==> config.mk <==
export PLATFORM = sky130hd
export DESIGN_NAME = video_port_arbiter
export DESIGN_NICKNAME = d
export VERILOG_FILES = /design/src/rtl/video_pkg.sv /design/src/rtl/video_write_fifo.sv /design/src/rtl/video_port_arbiter.sv
export SDC_FILE = /design/constraint.sdc
export NUM_CORES = 1
export LEC_CHECK = 0
export BUFFER_PORTS_ARGS = -buffer_cell sky130_fd_sc_hd__buf_2
export CAP_MARGIN = 25
export CORE_MARGIN = 2
export CORE_UTILIZATION = 56
export CTS_CLUSTER_DIAMETER = 40
export DETAILED_ROUTE_END_ITERATION = 7
export GPL_TIMING_DRIVEN = 0
export PLACE_DENSITY = 0.87
export SETUP_SLACK_MARGIN = 0.4
export SYNTH_ARGS = -nofsm -noshare
export SYNTH_HDL_FRONTEND = slang
export SYNTH_SLANG_ARGS = --single-unit
==> constraint.sdc <==
create_clock -name clk -period 3.83 [get_ports clk]
set_clock_uncertainty 0.15 [all_clocks]
set_input_delay 0.1915 -clock clk [delete_from_list [all_inputs] [get_ports clk]]
set_output_delay 0.1915 -clock clk [all_outputs]
set_load 0.05 [all_outputs]
==> src/rtl/video_pkg.sv <==
// Shared definitions for the video RAM port arbiter: window defaults,
// arbiter state encoding and the buffered CPU write entry.
package video_pkg;

   localparam logic [15:0] VRAM_BASE_DEFAULT = 16'h8000;
   localparam logic [15:0] VRAM_TOP_DEFAULT  = 16'hF530;

   typedef enum logic [1:0] {
      ST_IDLE  = 2'd0,
      ST_READ  = 2'd1,
      ST_WRITE = 2'd2
   } arb_state_t;

   typedef struct packed {
      logic [15:0] addr;
      logic [7:0]  data;
   } fifo_entry_t;

   // Both window edges are inclusive.
   function automatic logic addr_in_window(input logic [15:0] addr,
                                           input logic [15:0] lo,
                                           input logic [15:0] hi);
      return (addr >= lo) && (addr <= hi);
   endfunction

endpackage

==> src/rtl/video_write_fifo.sv <==
// CPU write buffer: small circular FIFO with a combinational head so the
// arbiter can pop and issue the entry in the same cycle.
module video_write_fifo
   import video_pkg::*;
#(
   parameter int DEPTH = 4
) (
   input  logic        clk,
   input  logic        reset,
   input  logic        i_push,
   input  fifo_entry_t i_entry,
   input  logic        i_pop,
   output fifo_entry_t o_head,
   output logic [4:0]  o_level,
   output logic        o_full,
   output logic        o_empty
);
   localparam int PTR_W = (DEPTH > 1) ? $clog2(DEPTH) : 1;

   fifo_entry_t      r_mem [DEPTH];
   logic [PTR_W-1:0] r_wr_ptr;
   logic [PTR_W-1:0] r_rd_ptr;
   logic [4:0]       r_level;
   logic             w_do_push;
   logic             w_do_pop;

   assign o_full    = (r_level == 5'(DEPTH));
   assign o_empty   = (r_level == 5'd0);
   assign w_do_push = i_push && !o_full;
   assign w_do_pop  = i_pop && !o_empty;
   assign o_head    = r_mem[r_rd_ptr];
   assign o_level   = r_level;

   always_ff @(posedge clk) begin
      if (reset) begin
         r_wr_ptr <= '0;
         r_rd_ptr <= '0;
         r_level  <= 5'd0;
      end else begin
         if (w_do_push) r_wr_ptr <= r_wr_ptr + PTR_W'(1);
         if (w_do_pop)  r_rd_ptr <= r_rd_ptr + PTR_W'(1);
         case ({w_do_push, w_do_pop})
            2'b10:   r_level <= r_level + 5'd1;
            2'b01:   r_level <= r_level - 5'd1;
            default: r_level <= r_level;
         endcase
      end
   end

   // Storage carries no reset; the pointers define which slots are live.
   always_ff @(posedge clk) begin
      if (w_do_push) r_mem[r_wr_ptr] <= i_entry;
   end

endmodule

==> src/rtl/video_port_arbiter.sv <==
// Video RAM port arbiter: display reads have strict priority; in-window CPU
// writes are buffered and drained into cycles the display does not use.
module video_port_arbiter
   import video_pkg::*;
#(
   parameter int          FIFO_DEPTH = 4,
   parameter logic [15:0] VRAM_BASE  = VRAM_BASE_DEFAULT,
   parameter logic [15:0] VRAM_TOP   = VRAM_TOP_DEFAULT
) (
   input  logic        clk,
   input  logic        reset,
   input  logic [15:0] cAddress,
   input  logic [7:0]  cData,
   input  logic        cWrite,
   output logic        cStall,
   input  logic        dReq,
   input  logic [15:0] dAddress,
   output logic [7:0]  dData,
   output logic        dValid,
   output logic [15:0] vAddress,
   output logic [7:0]  vData,
   output logic        vWrite,
   output logic        vRead,
   input  logic [7:0]  vQ,
   output logic [4:0]  fifoLevel
);
   arb_state_t  r_state;
   arb_state_t  w_state_next;
   fifo_entry_t w_head;
   fifo_entry_t w_push_entry;
   logic        w_in_window;
   logic        w_push;
   logic        w_pop;
   logic        w_full;
   logic        w_empty;
   logic [15:0] r_vaddr;
   logic [7:0]  r_vdata;
   logic        r_rd_pending;
   logic        r_dvalid;
   logic [7:0]  r_ddata;

   assign w_in_window  = addr_in_window(cAddress, VRAM_BASE, VRAM_TOP);
   assign w_push       = cWrite && w_in_window && !w_full;
   assign w_push_entry = '{addr: cAddress, data: cData};

   video_write_fifo #(
      .DEPTH   (FIFO_DEPTH)
   ) u_fifo (
      .clk     (clk),
      .reset   (reset),
      .i_push  (w_push),
      .i_entry (w_push_entry),
      .i_pop   (w_pop),
      .o_head  (w_head),
      .o_level (fifoLevel),
      .o_full  (w_full),
      .o_empty (w_empty)
   );

   // Stall depends only on the registered level, never on the address.
   assign cStall = w_full;

   always_ff @(posedge clk) begin
      if (reset) r_state <= ST_IDLE;
      else       r_state <= w_state_next;
   end

   always_comb begin
      w_state_next = ST_IDLE;
      w_pop        = 1'b0;
      if (dReq) begin
         w_state_next = ST_READ;
      end else if (!w_empty) begin
         w_state_next = ST_WRITE;
         w_pop        = 1'b1;
      end
   end

   assign vRead    = (r_state == ST_READ);
   assign vWrite   = (r_state == ST_WRITE);
   assign vAddress = r_vaddr;
   assign vData    = r_vdata;

   always_ff @(posedge clk) begin
      if (reset) begin
         r_vaddr <= 16'h0000;
         r_vdata <= 8'h00;
      end else if (w_state_next == ST_READ) begin
         r_vaddr <= dAddress;
      end else if (w_state_next == ST_WRITE) begin
         r_vaddr <= w_head.addr;
         r_vdata <= w_head.data;
      end
   end

   // vQ arrives the cycle after vRead and is registered once more for dData.
   always_ff @(posedge clk) begin
      if (reset) begin
         r_rd_pending <= 1'b0;
         r_dvalid     <= 1'b0;
         r_ddata      <= 8'h00;
      end else begin
         r_rd_pending <= (r_state == ST_READ);
         r_dvalid     <= r_rd_pending;
         if (r_rd_pending) r_ddata <= vQ;
      end
   end

   assign dValid = r_dvalid;
   assign dData  = r_ddata;

endmodule

Yosys cells after proc, flatten, opt, wreduce, memory -nomap -nowiden
Memory sizes are Yosys's and may differ from the RTL's. A register that Yosys moved wholly into a read port is not among the register bits.
Cells that the tools add are included.
{ "classes": {"add_sub_neg": 4, "multipliers": 0, "n_div": 0, "order_cmp": 2, "eq_ne": 7, "n_shift": 0, "mux": 11, "n_bitwise": 1, "n_reduce_logical": 11} }
{ "ops": {"columns": ["cell", "count"], "rows": [
  ["2-to-1 mux 16 bit", 2],
  [">= comparator 16 bit (second input constant)", 1],
  ["<= comparator 16 bit (second input constant)", 1],
  ["case mux 5 bit (2 select lines)", 1],
  ["2-to-1 mux 2 bit", 4],
  ["== test 2 x 1 -> 1 bit (second input constant)", 3],
  ["== test 2 bit (second input constant)", 3],
  ["adder 5 x 1 -> 5 bit (second input constant)", 1],
  ["== test 5 x 3 -> 1 bit (second input constant)", 1],
  ["logical AND 1 bit", 5],
  ["logical NOT 5 bit", 1],
  ["subtractor 5 x 1 -> 5 bit (second input constant)", 1],
  ["adder 2 x 1 -> 2 bit (second input constant)", 2],
  ["2-to-1 mux 1 bit", 4],
  ["nonzero test 2 bit", 2],
  ["logical NOT 1 bit", 2],
  ["AND reduction 2 bit", 1],
  ["NOT 1 bit", 1]
]} }
{ "totals": {"reg_bits": 45, "latch_bits": 0, "mem_bits_rw": 96, "rom_bits": 0, "input_bits": 52, "out_inout_bits": 41, "word_cells": 46, "mem_count": 1} }
{ "memory_table": {"columns": ["memory", "depth", "width", "read_ports", "rd_clocked_by_memory_dff", "write_ports", "line_no", "text"], "rows": [
  ["u_fifo.r_mem", 4, 24, 1, 1, 1, "video_write_fifo.sv:20", "fifo_entry_t r_mem [DEPTH];"]
]} }

Logic depth before layout (Yosys ltp)
{ "logic_depth": {"ltp_word": 7, "mapped_depth": 14, "mapped_depth_nobuf": 13} }

By module
Synthesis repeated with hierarchy kept, for this count alone.
{ "unflattened": {"hier_cells": 361, "area_unflattened_um2": 5780.5} }
{ "modules_own_cells": {"columns": ["module", "instances", "cells_each", "area_per_inst_um2", "seq_area_each_um2"], "rows": [
  ["video_write_fifo", 1, 209, 4177.8, 3103.0],
  ["video_port_arbiter", 1, 152, 1602.8, 720.7]
]} }

Worst setup path after synthesis
Ideal clock, no wire load.
{ "synth_timing": {"kind": "register to register", "startpoint": "register u_fifo.r_level[0] (netlist: u_fifo.o_level[0])", "endpoint": "register u_fifo.r_level[4] (netlist: u_fifo.o_level[4])", "setup_time_ps": 121, "t_arrival_ps": 3508, "t_required_ps": 3559, "setup_slack_ps": 51, "stages_incl_launch_ff": 14, "n_path_buf": 0, "synth_period_minus_slack_ps": 3779, "path_cell_list": "dfxtp_1 -> nor4_4 -> and2_1 -> nand3b_1 -> nor2_1 -> inv_1 -> ha_1 -> inv_1 -> fa_1 -> nor2b_1 -> o21ai_0 -> nand3_1 -> or3b_1 -> mux2_2"} }
{ "synth_between": {"elab_chain_len": 6, "word_cells_on_any_way": 15, "cone_classes": "add/sub (2); eq/ne (3); mux (3); reduce/logical (7)"} }
{ "synth_rtl": {"columns": ["element", "line_no", "text"], "rows": [
  ["from (decl)", "video_write_fifo.sv:23", "logic [4:0] r_level;"],
  ["from (signal assigned)", "video_write_fifo.sv:43", "2'b10: r_level <= r_level + 5'd1;"],
  ["from (signal assigned)", "video_write_fifo.sv:44", "2'b01: r_level <= r_level - 5'd1;"],
  ["from (signal assigned)", "video_write_fifo.sv:45", "default: r_level <= r_level;"],
  ["== test 5 x 3 -> 1 bit *", "video_write_fifo.sv:27", "assign o_full = (r_level == 5'(DEPTH));"],
  ["net cStall", "video_port_arbiter.sv:15", "output logic cStall,"],
  ["logical NOT 1 bit *", "video_write_fifo.sv:29, video_port_arbiter.sv:43", null],
  ["logical AND 1 bit", "video_port_arbiter.sv:43", "assign w_push = cWrite && w_in_window && !w_full;"],
  ["logical AND 1 bit *", "video_write_fifo.sv:29", "assign w_do_push = i_push && !o_full;"],
  ["== test 2 x 1 -> 1 bit / == test 2 bit (equally long branches)", "video_write_fifo.sv:42", "case ({w_do_push, w_do_pop})"],
  ["case mux 5 bit (2 select lines) / nonzero test 2 bit (equally long branches)", null, null]
]} }
Mark *: on every way through the listed nets, which the timed path passes. The rest lies on a longest branch.
A chain may end at the register's enable or synchronous reset.

Final worst setup path
{ "layout_timing": {"startpoint": "register u_fifo.r_level[4] (netlist: u_fifo.o_level[4])", "endpoint": "register u_fifo.r_level[4] (netlist: u_fifo.o_level[4])"} }
{ "layout_between": {"elab_chain_len": 6, "word_cells_on_any_way": 15, "cone_classes": "add/sub (2); eq/ne (3); mux (3); reduce/logical (7)"} }
{ "layout_rtl": {"columns": ["element", "line_no", "text"], "rows": [
  ["logical NOT 5 bit *", "video_write_fifo.sv:28", "assign o_empty = (r_level == 5'd0);"],
  ["2-to-1 mux 1 bit *", "video_port_arbiter.sv:73", "end else if (!w_empty) begin"],
  ["2-to-1 mux 1 bit *", "video_port_arbiter.sv:71", "if (dReq) begin"],
  ["net u_fifo.i_pop", "video_write_fifo.sv:12", "input logic i_pop,"],
  ["logical AND 1 bit *", "video_write_fifo.sv:30", "assign w_do_pop = i_pop && !o_empty;"],
  ["== test 2 x 1 -> 1 bit / == test 2 bit (equally long branches)", "video_write_fifo.sv:42", null],
  ["case mux 5 bit (2 select lines) / nonzero test 2 bit (equally long branches)", null, null]
]} }
Marked as above.

==> results.sh <==
export IMPL_outcome="completed"
export IMPL_critPathMostFrequentCell="buf_6"
export IMPL_layout_area_seq_um2=3829
export IMPL_ios=93
export IMPL_maxCapViolCount=0
export IMPL_ir_drop_mv=0.3706
export IMPL_critical_path_class="reg -> reg"
export IMPL_worstHoldPathType="in -> reg"
export IMPL_cp_arrival_ns=3.56
export IMPL_wl_mm=15.16
export IMPL_crit_cells=14
export IMPL_insertion_delay_ns=0.53
export IMPL_synth_compound_area_share_pct=6.656
export IMPL_whs_path_depth=5
export IMPL_insertedDiodeCount=0
export IMPL_numCtsBuffers=17
export IMPL_synth_seq_cells=143
export IMPL_cp_end_kind="register"
export IMPL_gp_congestion=0.7933
export IMPL_synth_common_cells="edfxtp_1 (96), dfxtp_1 (47), nand2_1 (33)"
export IMPL_synth_fa_ha_area_share_pct=2.152
export IMPL_tightest_slew_ns=0.5813
export IMPL_layout_drive_gt1_share_pct=32.91
export IMPL_synth_top_cell_by_area="edfxtp_1"
export IMPL_drv_slew=0
export IMPL_first_global_vias=4199
export IMPL_synth_most_common_cell="edfxtp_1"
export IMPL_antenna_found_initial=1
export IMPL_setup_viol=0
export IMPL_die_y_um=103.8
export IMPL_leakage_nw=2.898
export IMPL_critPathLaunchType="register"
export IMPL_cpLargestDelayFamily="simple AND/OR/NAND/NOR gates"
export IMPL_viasPerCell=6.037
export IMPL_crit_chain="nor4_4 -> buf_6 -> nand2_4 -> nand2b_2 -> buf_6 -> inv_2 -> buf_6 -> ha_2 -> ha_1 -> nor2b_2 -> o21ai_2 -> a21oi_1 -> or3b_1 -> mux2_2"
export IMPL_yosysUniqueCellTypes=39
export IMPL_cp_buffers_inverters=4
export IMPL_fin_crit_sh_pct=86.07
export IMPL_grt_pass1_wl_mm=23.56
export IMPL_rr_worst_depth=14
export IMPL_cp_max_fo=10
export IMPL_synth_edf_count=96
export IMPL_crit_path_max_incr_delay_ns=0.36
export IMPL_drc_errors=0
export IMPL_yosys_warnings=0
export IMPL_drt_pass1_iterations=5
export IMPL_critical_path_slowest_cell="or3b_1"
export IMPL_row_count=36
export IMPL_ant_nets=0
export IMPL_tritoncts="done"
export IMPL_syn_cell_area_um2=5583
export IMPL_clk_pin_slew_ns=0.06
export IMPL_synth_mux_area_share_pct=11.50
export IMPL_min_period_ns=3.297
export IMPL_synth_xor_area_share_pct=0.7620
export IMPL_synth_top_family_by_area="multiplexers"
export IMPL_synthToLayoutAreaGrowth_pct=35.05
export IMPL_synthSimpleGateAreaFrac_pct=6.791
export IMPL_rsz0062_at_grt="false"
export IMPL_gr_usage_all_layers_pct=29.34
export IMPL_fillCellCount=492
export IMPL_ys_seq_area_share_pct=68.49
export IMPL_worstPathRequired_ns=4.10
export IMPL_portBuffers=91
export IMPL_drtIter0Drc=484
export IMPL_die_w_um=103.8
export IMPL_overflow=0
export IMPL_grt_max_degree=19
export IMPL_wire_per_inst_um=22.20
export IMPL_finalSetupTns_ns=0
export IMPL_core_area_um2=9729
export IMPL_clock_fmax_mhz=303.3
export IMPL_cts_sinks=143
export IMPL_syn_instance_count=368
export IMPL_syn_nets=429
export IMPL_avgSynthCellArea_um2=15.17
export IMPL_worst_hold_slack_ns=0.1997
export IMPL_async_flop_share_pct=0
export IMPL_synth_top_area_share_pct=51.64
export IMPL_dieArea_um2=10780
export IMPL_layout_nets=598
export IMPL_cts_htree_levels=4
export IMPL_hold_viol=0
export IMPL_vias=4123
export IMPL_dp_hpwl_mm=8.127
export IMPL_place_inst=596
export IMPL_ys_flop_type="edfxtp_1"
export IMPL_relSlewSlack_pct=61.25
export IMPL_power_density_nw_per_um2=706.5
export IMPL_cts_root_buffer="clkbuf_8"
export IMPL_cts_buffer_depth=2
export IMPL_multiInputGateArea_um2=1575
export IMPL_start_util_pct=57.38
export IMPL_fin_cells=683
export IMPL_synthTopCellsByArea="edfxtp_1 (52%), dfxtp_1 (17%), mux4_2 (9.7%), a221oi_1 (2.5%), nand2_1 (2.2%)"
[state kept, by name, summed over array words and instances (netlist names), named ones only]
| signal | cells |
|---|---|
| dData | 8 |
| dValid | 1 |
| r_rd_pending | 1 |
| r_state | 2 |
| u_fifo.o_level | 5 |
| u_fifo.r_mem | 96 |
| u_fifo.r_rd_ptr | 2 |
| u_fifo.r_wr_ptr | 2 |
| vAddress | 16 |
| vData | 8 |
[per-stage QoR]
stage / util, % / power [mW] / setup slack, ns / area, um2
finish: 77.49 / 5.327 / 0.5334 / 7540
global route: 77.49 / 5.486 / 0.4297 / 7540
CTS: 77.24 / 5.228 / 0.4171 / 7515
detailed placement: 64.98 / 3.343 / 0.1564 / 6322
global placement: 63.85 / 3.264 / 0.3630 / 6212
floorplan: - / 2.980 / 0.4035 / 5590
[final cells by class]
| cell class | instances | area share, % |
|---|---|---|
| inverters | 25 | 1.261 |
| clock inverters | 12 | 2.738 |
| clock buffers | 20 | 5.908 |
| plain buffers | 22 | 1.460 |
| multi-input cells | 178 | 20.89 |
| repair buffers | 150 | 14.75 |
| well taps | 133 | 2.207 |
| flip-flops and latches | 143 | 50.78 |
[timing repair]
item | 4_1_cts | 5_1_grt
hold buffers | 52 | 0
endpoints found under the hold margin | 121 | 0
resized for setup | 2 | 7
setup buffers | 2 | 1
pin swaps | 1 | 1
setup endpoints to repair | 1 | 1
[logic make-up after synthesis]
kind of cell / Yosys count
AO/OA/AOI/OAI: 54
XOR/XNOR: 4
adder cells (fa/ha/maj): 9
buffers and inverters: 47
flip-flops: 143
multiplexers: 34
AND/OR/NAND/NOR: 77
[worst min-delay path, stage by stage]
cell and delay, ns:
buf_2 0.10, nand3b_1 0.13, buf_4 0.16, nor3_1 0.06, o21ba_2 0.19
[layout by cell type (no fill, tap or decap), types with 9 or more instances in the layout]
master	n
clkbuf_1	14
dlygate4sd3_1	52
clkbuf_16	16
a221oi_1	16
edfxtp_1	96
a21oi_1	12
nand2_1	33
a31oi_1	17
mux4_2	24
nor2_1	18
dfxtp_1	43
buf_2	95
inv_1	23
mux2i_1	9
[where the power goes]
part / total [mW] / switching, mW / internal (mW)
sequential: 1.91 / 0.106 / 1.80
clock: 1.82 / 0.652 / 1.16
combinational: 1.60 / 1.04 / 0.561
total: 5.33 / 1.80 / 3.53
[metal layers]
metal  wire [um]  vias to the layer above  track usage, %
met1        5489                     2002           34.93
li1            -                     1726               -
met2        7681                      333           49.62
met5           0                        -               0
met4         629                        0           13.42
met3        1362                       62           8.370
[final timing paths]
| check | slack, ns | startpoint | end |
|---|---|---|---|
| setup / recovery | 0.53 | u_fifo.o_level[4]$_SDFFE_PP0P_ | u_fifo.o_level[4]$_SDFFE_PP0P_ |
| hold reg to reg | 0.33 | vData[1]$_SDFFE_PP0P_ | vData[1]$_SDFFE_PP0P_ |
| setup reg to reg | 0.53 | u_fifo.o_level[4]$_SDFFE_PP0P_ | u_fifo.o_level[4]$_SDFFE_PP0P_ |
| hold / removal | 0.20 | cWrite | u_fifo.r_wr_ptr[0]$_SDFFE_PP0P_ |
(Power assumes the default switching activity.)
